`src/rtl/psr_window_unit.sv`:
```
// psr_window_unit: processor state register stage behind the ALU.
// Holds icc (N/Z/V/C), S/PS/ET trap state, CWP and WIM, and sequences
// SAVE/RESTORE/RETT/trap entry with window overflow/underflow detection.
// Ports:
//   clk, rst_n                 clock, asynchronous active-low reset
//   alu_n/z/v/c, alu_opcode    ALU flags and opcode; icc_we commits a flag load
//   carry_out                  registered icc.C back to the ALU carry input
//   cond, cond_true            Bicc condition field and its evaluation on icc
//   save, restore, rett        window requests (single-cycle strobes)
//   trap_req                   trap entry request
//   wr_psr, wr_wim, wr_data    PSR / WIM writes
//   psr, wim, cwp              architectural state views
//   win_ovf, win_unf, illegal  one-cycle registered event pulses
//   error_mode                 sticky; trap taken while traps disabled
module psr_window_unit #(
  parameter int NWIN = 8,
  parameter int CWPW = 5
) (
  input  logic            clk,
  input  logic            rst_n,
  input  logic            alu_n,
  input  logic            alu_z,
  input  logic            alu_v,
  input  logic            alu_c,
  input  logic [5:0]      alu_opcode,
  input  logic            icc_we,
  output logic            carry_out,
  input  logic [3:0]      cond,
  output logic            cond_true,
  input  logic            save,
  input  logic            restore,
  input  logic            rett,
  input  logic            trap_req,
  input  logic            wr_psr,
  input  logic            wr_wim,
  input  logic [31:0]     wr_data,
  output logic [31:0]     psr,
  output logic [NWIN-1:0] wim,
  output logic [CWPW-1:0] cwp,
  output logic            win_ovf,
  output logic            win_unf,
  output logic            illegal,
  output logic            error_mode
);
  localparam logic [CWPW-1:0] CWP_MAX = CWPW'(NWIN - 1);
  localparam logic [5:0] NWIN6 = 6'(NWIN);
  logic [3:0] icc;
  logic s, ps, et;
  logic [CWPW-1:0] cwp_dn, cwp_up;
  logic blk_dn, blk_up, psr_ok, cc_load, base;
  logic unused_bits;
  always_comb begin
    cwp_dn = (cwp == '0) ? CWP_MAX : cwp - 1'b1;
    cwp_up = (cwp == CWP_MAX) ? '0 : cwp + 1'b1;
    blk_dn = |(wim & (NWIN'(1) << cwp_dn));
    blk_up = |(wim & (NWIN'(1) << cwp_up));
    psr_ok = {1'b0, wr_data[4:0]} < NWIN6;
    // Flag loads yield to any request that rewrites icc or changes trap state.
    cc_load = icc_we && !trap_req && !wr_psr && !rett && alu_opcode[5:4] == 2'b01;
    // icc = {N, Z, V, C}; cond[3] inverts the sense of cond[2:0].
    base = cond[2] ? (cond[1] ? (cond[0] ? icc[1] : icc[3])
                              : (cond[0] ? icc[0] : icc[0] | icc[2]))
                   : (cond[1] ? (cond[0] ? icc[3] ^ icc[1] : icc[2] | (icc[3] ^ icc[1]))
                              : (cond[0] & icc[2]));
    cond_true = cond[3] ^ base;
  end
  assign carry_out = icc[0];
  assign psr = {8'h00, icc, 12'h000, s, ps, et, 5'(cwp)};
  assign unused_bits = ^{wr_data, alu_opcode[3:2]};
  always_ff @(posedge clk or negedge rst_n) begin
    if (!rst_n) begin
      icc <= 4'h0;
      s <= 1'b1;
      ps <= 1'b0;
      et <= 1'b0;
      cwp <= '0;
      wim <= '0;
      error_mode <= 1'b0;
      win_ovf <= 1'b0;
      win_unf <= 1'b0;
      illegal <= 1'b0;
    end else begin
      win_ovf <= 1'b0;
      win_unf <= 1'b0;
      illegal <= 1'b0;
      if (!error_mode) begin
        if (trap_req) begin
          if (et) begin
            et <= 1'b0;
            ps <= s;
            s <= 1'b1;
            cwp <= cwp_dn;
          end else error_mode <= 1'b1;
        end else if (wr_psr) begin
          if (psr_ok) begin
            icc <= wr_data[23:20];
            s <= wr_data[7];
            ps <= wr_data[6];
            et <= wr_data[5];
            cwp <= CWPW'(wr_data[4:0]);
          end else illegal <= 1'b1;
        end else if (rett) begin
          if (et) illegal <= 1'b1;
          else if (blk_up) win_unf <= 1'b1;
          else begin
            cwp <= cwp_up;
            s <= ps;
            et <= 1'b1;
          end
        end else if (save) begin
          if (blk_dn) win_ovf <= 1'b1;
          else cwp <= cwp_dn;
        end else if (restore) begin
          if (blk_up) win_unf <= 1'b1;
          else cwp <= cwp_up;
        end
        if (cc_load) icc <= (alu_opcode[1:0] == 2'b00) ? {alu_n, alu_z, alu_v, alu_c} : {alu_n, alu_z, 2'b00};
        // WIM write lands on the same edge, so same-cycle window checks use the old mask.
        if (wr_wim) wim <= wr_data[NWIN-1:0];
      end
    end
  end
endmodule
```
`config.mk`:
```
export PLATFORM = sky130hd
export DESIGN_NAME = psr_window_unit
export DESIGN_NICKNAME = d
export VERILOG_FILES = /design/src/rtl/psr_window_unit.sv
export SDC_FILE = /design/constraint.sdc
export NUM_CORES = 1
export LEC_CHECK = 0
export CELL_PAD_IN_SITES_DETAIL_PLACEMENT = 1
export CELL_PAD_IN_SITES_GLOBAL_PLACEMENT = 1
export CORE_ASPECT_RATIO = 0.9
export CORE_MARGIN = 3
export CORE_UTILIZATION = 48
export DETAILED_ROUTE_END_ITERATION = 8
export DONT_BUFFER_PORTS = 1
export GPL_TIMING_DRIVEN = 0
export MAX_ROUTING_LAYER = met4
export PLACE_DENSITY_LB_ADDON = 0.15
export SYNTH_ARGS = -nofsm -noshare
export SYNTH_HDL_FRONTEND = slang
export SYNTH_SLANG_ARGS = --single-unit
```
`constraint.sdc`:
```
create_clock -name clk -period 4.6 [get_ports clk]
set_clock_uncertainty 0.1 [all_clocks]
set_input_delay 0.46 -clock clk [delete_from_list [all_inputs] [get_ports clk]]
set_output_delay 0.46 -clock clk [all_outputs]
set_load 0.02 [all_outputs]
```
== Word level (Yosys, flattened, before mapping) ==
Index checks and enable logic that the tools add are counted.

* $add $sub $neg: 2
* Order comparisons: 1
* Equality and inequality tests: 9
* Shift-type cells: 2
* Muxes and demuxes: 63
* Bitwise gates (word level): 8
* Reduce and logical (&&, ||, !) cells: 23

{| class="wikitable"
|+ Operators by type and width
! kind !! number
|-
| $mux 5 || 12
|-
| $mux 1 || 46
|-
| $and 8x8->8 || 2
|-
| $mux 4 || 4
|-
| $reduce_or 8->1 || 2
|-
| $shl 1x5->8 const A || 2
|-
| $reduce_and 6->1 || 2
|-
| $reduce_and 4->1 || 2
|-
| $reduce_bool 2->1 || 4
|-
| $ne 3x3->1 const B || 2
|-
| $add 5x1->5 const B || 1
|-
| $eq 5x3->1 const B || 1
|-
| $logic_not 5->1 || 1
|-
| $lt 5x4->1 const B || 1
|-
| $ne 5x5->1 const B || 1
|-
| $reduce_bool 5->1 || 1
|-
| $sub 5x1->5 const B || 1
|-
| $logic_and 1x1->1 || 4
|-
| $ne 2x1->1 const B || 2
|-
| $ne 4x4->1 const B || 1
|-
| $logic_not 1->1 || 3
|-
| $ne 3x2->1 const B || 1
|-
| $reduce_and 3->1 || 1
|-
| $reduce_bool 3->1 || 1
|-
| 8 further kinds || 10
|}

* Bits in registers: 24
* Bits of input ports: 55
* Output and inout bits: 51

== Depth between registers and ports, before layout ==
* Depth in word-level cells: 12
* Mapped depth: 10
* Gate-level depth less buffers: 9

== Worst setup path after synthesis ==
Ideal clock, no wire load.

* Path kind: flip-flop to flip-flop
* From: register cwp[0]
* To: register s
* Setup time: 0.073 ns
* Arrival: 2.401 ns
* Data required time: 4.427 ns
* Path slack: 2.026 ns
* Stages on the path, launching flop included: 10
* Buffers on the path: 0
* Cell sequence: dfrtp_1 > inv_1 > ha_1 > mux2_2 > o211ai_1 > a32oi_1 > or3_1 > a211oi_2 > nor2_1 > a21oi_1

* Word-level cells in the longest chain between the ends: 7
* Elaborated cells on any way between the ends: 8

{| class="wikitable"
|+ Ends and longest elaborated chain
! element !! line !! RTL
|-
| from (decl) || 39 || <nowiki>output logic [CWPW-1:0] cwp,</nowiki>
|-
| from (signal assigned) || 92 || <nowiki>cwp <= cwp_dn;</nowiki>
|-
| from (signal assigned) || 100 || <nowiki>cwp <= CWPW'(wr_data[4:0]);</nowiki>
|-
| from (signal assigned) || 106 || <nowiki>cwp <= cwp_up;</nowiki>
|-
| $add 5x1->5 / $eq 5x3->1 (equally long branches) || 54 || <nowiki>cwp_up = (cwp == CWP_MAX) ? '0 : cwp + 1'b1;</nowiki>
|-
| $mux 5 (*) || 54 ||
|-
| $shl 1x5->8 (*) || 56 || <nowiki>blk_up = |(wim & (NWIN'(1) << cwp_up));</nowiki>
|-
| $and 8x8->8 (*) || 56 ||
|-
| $reduce_or 8->1 (*) || 56 ||
|-
| $ne 3x3->1 (no source line) (*) || - ||
|-
| $reduce_and 6->1 (no source line) (*) || - ||
|-
| to (signal assigned) || 97 || <nowiki>s <= wr_data[7];</nowiki>
|-
| to (signal assigned) || 107 || <nowiki>s <= ps;</nowiki>
|-
| to (decl) || 48 || <nowiki>logic s, ps, et;</nowiki>
|}

Every way passes the cells marked *; elsewhere a longest branch is shown, timed or not.
A chain may end at the register's enable or synchronous reset.

== Worst setup path after layout ==
* From: register cwp[0]
* To: register cwp[2]

* Word-level cells in the longest chain between the ends: 11
* Elaborated cells on any way between the ends: 23

{| class="wikitable"
|+ Ends and longest elaborated chain
! element !! line !! RTL
|-
| $add 5x1->5 / $eq 5x3->1 (equally long branches) || 54 ||
|-
| $mux 5 || 54 ||
|-
| $shl 1x5->8 || 56 ||
|-
| $and 8x8->8 || 56 ||
|-
| $reduce_or 8->1 || 56 ||
|-
| $mux 5 || 104, 114 ||
|-
| $mux 5 || 113 || <nowiki>end else if (restore) begin</nowiki>
|-
| $mux 5 || 110 || <nowiki>end else if (save) begin</nowiki>
|-
| $mux 5 || 102 || <nowiki>end else if (rett) begin</nowiki>
|-
| $mux 5 || 94 || <nowiki>end else if (wr_psr) begin</nowiki>
|-
| $mux 5 || 87 || <nowiki>if (trap_req) begin</nowiki>
|}

Several ways; a longest one is shown, not always the timed one. The select of a mux whose other input is x is not followed.

==> summary.log <==
qor: floorplan.die_w 77.4 um
qor: detailed_routing.routedWlPerCell 20.1 um
qor: power_and_ir_drop.static-leakage-power 0.00104 uW
qor: timing.maxSlewViolCount 0
qor: placed_design.place_worst_setup_slack 1.49 ns
qor: power_and_ir_drop.power_per_standard_cell_area 552 mW/mm^2
qor: yosys.synth_cells 264
qor: worst_setup_path.arrival 3.31 ns
qor: timing.grt_setup_unrepaired no
qor: timing.final_min_period_over_clock_period 0.707
qor: yosys.synth.top_cells.by_area sky130_fd_sc_hd__dfrtp_1 26%, sky130_fd_sc_hd__buf_4 11%, sky130_fd_sc_hd__a21oi_1 5.7%
qor: worst_setup_path.reg2reg_slack 1.35 ns
qor: clock_tree.cts_num_sinks 24
qor: yosys.yosys-top-cells-count 31 x sky130_fd_sc_hd__buf_4, 26 x sky130_fd_sc_hd__nor2_1, 25 x sky130_fd_sc_hd__a21oi_1
qor: yosys.largest_area_contributor_in_the_synthesized_netlist sky130_fd_sc_hd__dfrtp_1
qor: detailed_routing.avgViaCountPerCell 6.10
qor: timing.setup_viol 0
qor: yosys.synth.most_common_cell sky130_fd_sc_hd__buf_4
qor: timing.fmaxAchievable 0.308 GHz
qor: yosys.synthFlopType sky130_fd_sc_hd__dfrtp_1
qor: detailed_routing.vias 2128
qor: min_path.holdCritPathClass in2reg
qor: status.result_of_the_run finished clean
qor: clock_tree.clk_path_buf_depth 2
qor: worst_setup_path.slowest_stage sky130_fd_sc_hd__dfrtp_1
qor: job.max_cap_viols 0
qor: timing.final-hold-violation-count 0
qor: timing.max-slew-margin-rel 0.576
qor: timing.post-route-worst-setup-slack 1.35 ns
qor: yosys.ys_warn_count 0
qor: clock_tree.tritoncts_clock_tree done
qor: worst_setup_path.crit_chain inv_1 > ha_1 > mux2_2 > o211ai_1 > a32oi_1 > o21ai_0 > nor2_1 > o21ai_1 > o21ai_1
qor: layout.fillcell_total 553
qor: detailed_routing.detail_route.drc_violations 0
qor: layout.final_layout_size_suffix_gt1_frac 0.228
qor: placed_design.place_inst 343
qor: worst_setup_path.ff2ff_path_depth 9
qor: detailed_routing.drt-pass1-iter-count 5
qor: worst_setup_path.critical_path_launch_point_type flop
qor: yosys.avgSynthCellArea 8.34 sq um
qor: clock_tree.clk_pin_slew_worst_paths 0.09 ns
qor: grt.grt_first_pass_wirelength 11.4 mm
qor: worst_setup_path.critPathKind reg2reg
qor: yosys.number_of_synthesized_flops_with_an_enable_pin 0
qor: layout.top_register wim
qor: floorplan.num_rows 22
qor: layout.largest_register_ffs 8
qor: floorplan.die-height 70.2 um
qor: yosys.synth_async_sr_flop_share 1.00
qor: clock_tree.cts_max_level 1
qor: grt.grt_start_max_net_pins 25
qor: detailed_routing.first_iter_violations 264
qor: power_and_ir_drop.total_power_of_the_final_layout 1350 uW
qor: yosys.synthesized_area 0.00220 sq mm
qor: layout.finish.utilization 0.578
qor: layout.synthToLayoutAreaGrowth 11.3%
qor: worst_setup_path.crit_family compound AO/OA/AOI/OAI gates
qor: clock_tree.clock_latency_at_the_later_pin_of_the_worst_skew_pair 0.28 ns
qor: clock_tree.cts_repair_resize_count 0
qor: placed_design.post-dp-hpwl 5.15 mm
qor: yosys.synth_largest_type_area_fraction 0.262
qor: placed_design.place.gp.congestion 0.879
qor: worst_setup_path.crit_path_end_kind flop
qor: layout.antenna_diodes 0
qor: worst_setup_path.critical_path.n_buffers_inverters 1
qor: floorplan.start_util 0.519
qor: layout.final_nets 348
qor: detailed_routing.ant_nets 0
qor: worst_setup_path.worstReg2RegStart cwp[0]$_DFFE_PN0P_
qor: detailed_routing.drt-total-wl 7.01 mm
qor: floorplan.io_pins 106
qor: timing.worst_tran_pin_value 0.629 ns
qor: grt.initial_antenna_violation_count 0
qor: worst_setup_path.timing.rr.end cwp[2]$_DFFE_PN0P_
qor: worst_setup_path.cp.required 4.66 ns
qor: layout.fin_cells 349
qor: grt.globalRoute.totalOverflow 0
qor: yosys.ys_seq_area_frac 0.273
qor: clock_tree.numCtsBuffers 3
qor: worst_setup_path.critical-path-top-cell-by-count sky130_fd_sc_hd__o21ai_1
qor: worst_setup_path.critical_path_peak_fanout 10
qor: floorplan.design.core.area 0.00424 sq mm
qor: floorplan.die-area 0.00543 sq mm
qor: power_and_ir_drop.vdd_ir_drop_max 0.315 mV
qor: worst_setup_path.timing.critical_path.slowest_cell_delay 0.66 ns
qor: yosys.postSynthRegisterBits 24
qor: clock_tree.cts_root_buffer sky130_fd_sc_hd__clkbuf_8
qor: min_path.holdCritStartpoint wr_data[2]
qor: grt.first_global_vias 2220
qor: grt.grt_util_all_layers 0.271
qor: yosys.synthDistinctLibCells 63
qor: min_path.worst_hold_path.num_cells 1
qor: timing.fin_crit 3.25 ns
qor: timing.finalSetupTns 0 ns
qor: min_path.worst_hold_path.endpoint wim[2]$_DFFE_PN0P_
qor: placed_design.portBuffers 0
qor: layout.biggestRegsByFlops wim: 8 flops, cwp: 5 flops, icc: 4 flops
-- worst reg2reg max path, delay by kind of cell, from the launching register on --
family                     cells  cell delay, ns
AOI/OAI and AO/OA              5            1.15
DFF                            1            0.66
adders and majority gates      1            0.46
muxes                          1            0.37
buffers and inverters          1            0.26
and+or+nand+nor                1            0.12
-- cell usage in the layout (no fill, tap or decap), drive strengths merged, types with 6 or more instances in the layout --
master,instances
buf,40
a21oi,27
nor2,26
dfrtp,23
conb,20
o21ai,15
nand2,14
nor2b,11
mux2,10
inv,7
clkbuf,7
mux2i,6
nor3,6
-- where the power goes --
| part | total [uW] | switching [uW] | leakage, uW | internal (uW) |
|---|---|---|---|---|
| sequential | 401 | 141 | 0.000292 | 261 |
| combinational | 758 | 464 | 0.000710 | 294 |
| clock | 192 | 75.2 | 0.0000357 | 117 |
| total | 1350 | 680 | 0.00104 | 671 |
-- logic make-up (layout without fill, tap and decap cells) --
group                    after synthesis  in the layout  synth area share
flip-flops                            24             24             0.273
buffers and inverters                 50             56             0.146
XOR/XNOR                               5              5            0.0199
multiplexers                          16             16            0.0785
adder cells (fa/ha/maj)                3              3            0.0171
AND/OR/NAND/NOR                       87             87             0.217
AO/OA/AOI/OAI                         78             78             0.247
other                                  1             20           0.00170
-- layer usage --
metal / global-route usage / routed length, um / up-vias
li1: - / - / 960
met1: 0.340 / 2860 / 1022
met2: 0.429 / 3290 / 125
met3: 0.0644 / 683 / 21
met4: 0.0949 / 176 / 0
met5: - / 0 / -
-- how the worst max path moves through the flow --
stage	startpoint	to	slack, ns	cells past startpoint
6_report	cwp[0]$_DFFE_PN0P_	cwp[2]$_DFFE_PN0P_	1.35	9
5_1_grt	cwp[0]$_DFFE_PN0P_	cwp[2]$_DFFE_PN0P_	1.11	9
4_1_cts	cwp[0]$_DFFE_PN0P_	cwp[2]$_DFFE_PN0P_	1.44	9
3_5_place_dp	cwp[0]$_DFFE_PN0P_	cwp[1]$_DFFE_PN0P_	1.49	9
3_3_place_gp	cwp[0]$_DFFE_PN0P_	cwp[2]$_DFFE_PN0P_	1.53	9
2_1_floorplan	cwp[0]$_DFFE_PN0P_	s$_DFFE_PN1P_	2.03	9
-- timing repair --
item | CTS | global route
buffers inserted | 0 | 0
hold buffers | 2 | 0
endpoints found under the hold margin | 24 | 0
endpoints found under the setup margin | 0 | 0
-- through the flow --
stage	hold slack, ns	area, sq um
finish	0.218	2450
global route	0.213	2450
floorplan	0.0644	2270
global placement	0.0650	2350
detailed placement	0.0651	2350
CTS	0.212	2450
-- final cells by class --
cell class / instances / area [sq um] / share of cell area
clock buffer: 3 / 41.3 / 0.0169
timing repair buffer: 2 / 30.0 / 0.0123
buffer: 43 / 294 / 0.120
multi-input combinational: 209 / 1350 / 0.551
clock inverter: 1 / 30.0 / 0.0123
sequential: 24 / 602 / 0.246
inverter: 7 / 26.3 / 0.0107
tap: 60 / 75.1 / 0.0307
(Power assumes the default switching activity.)
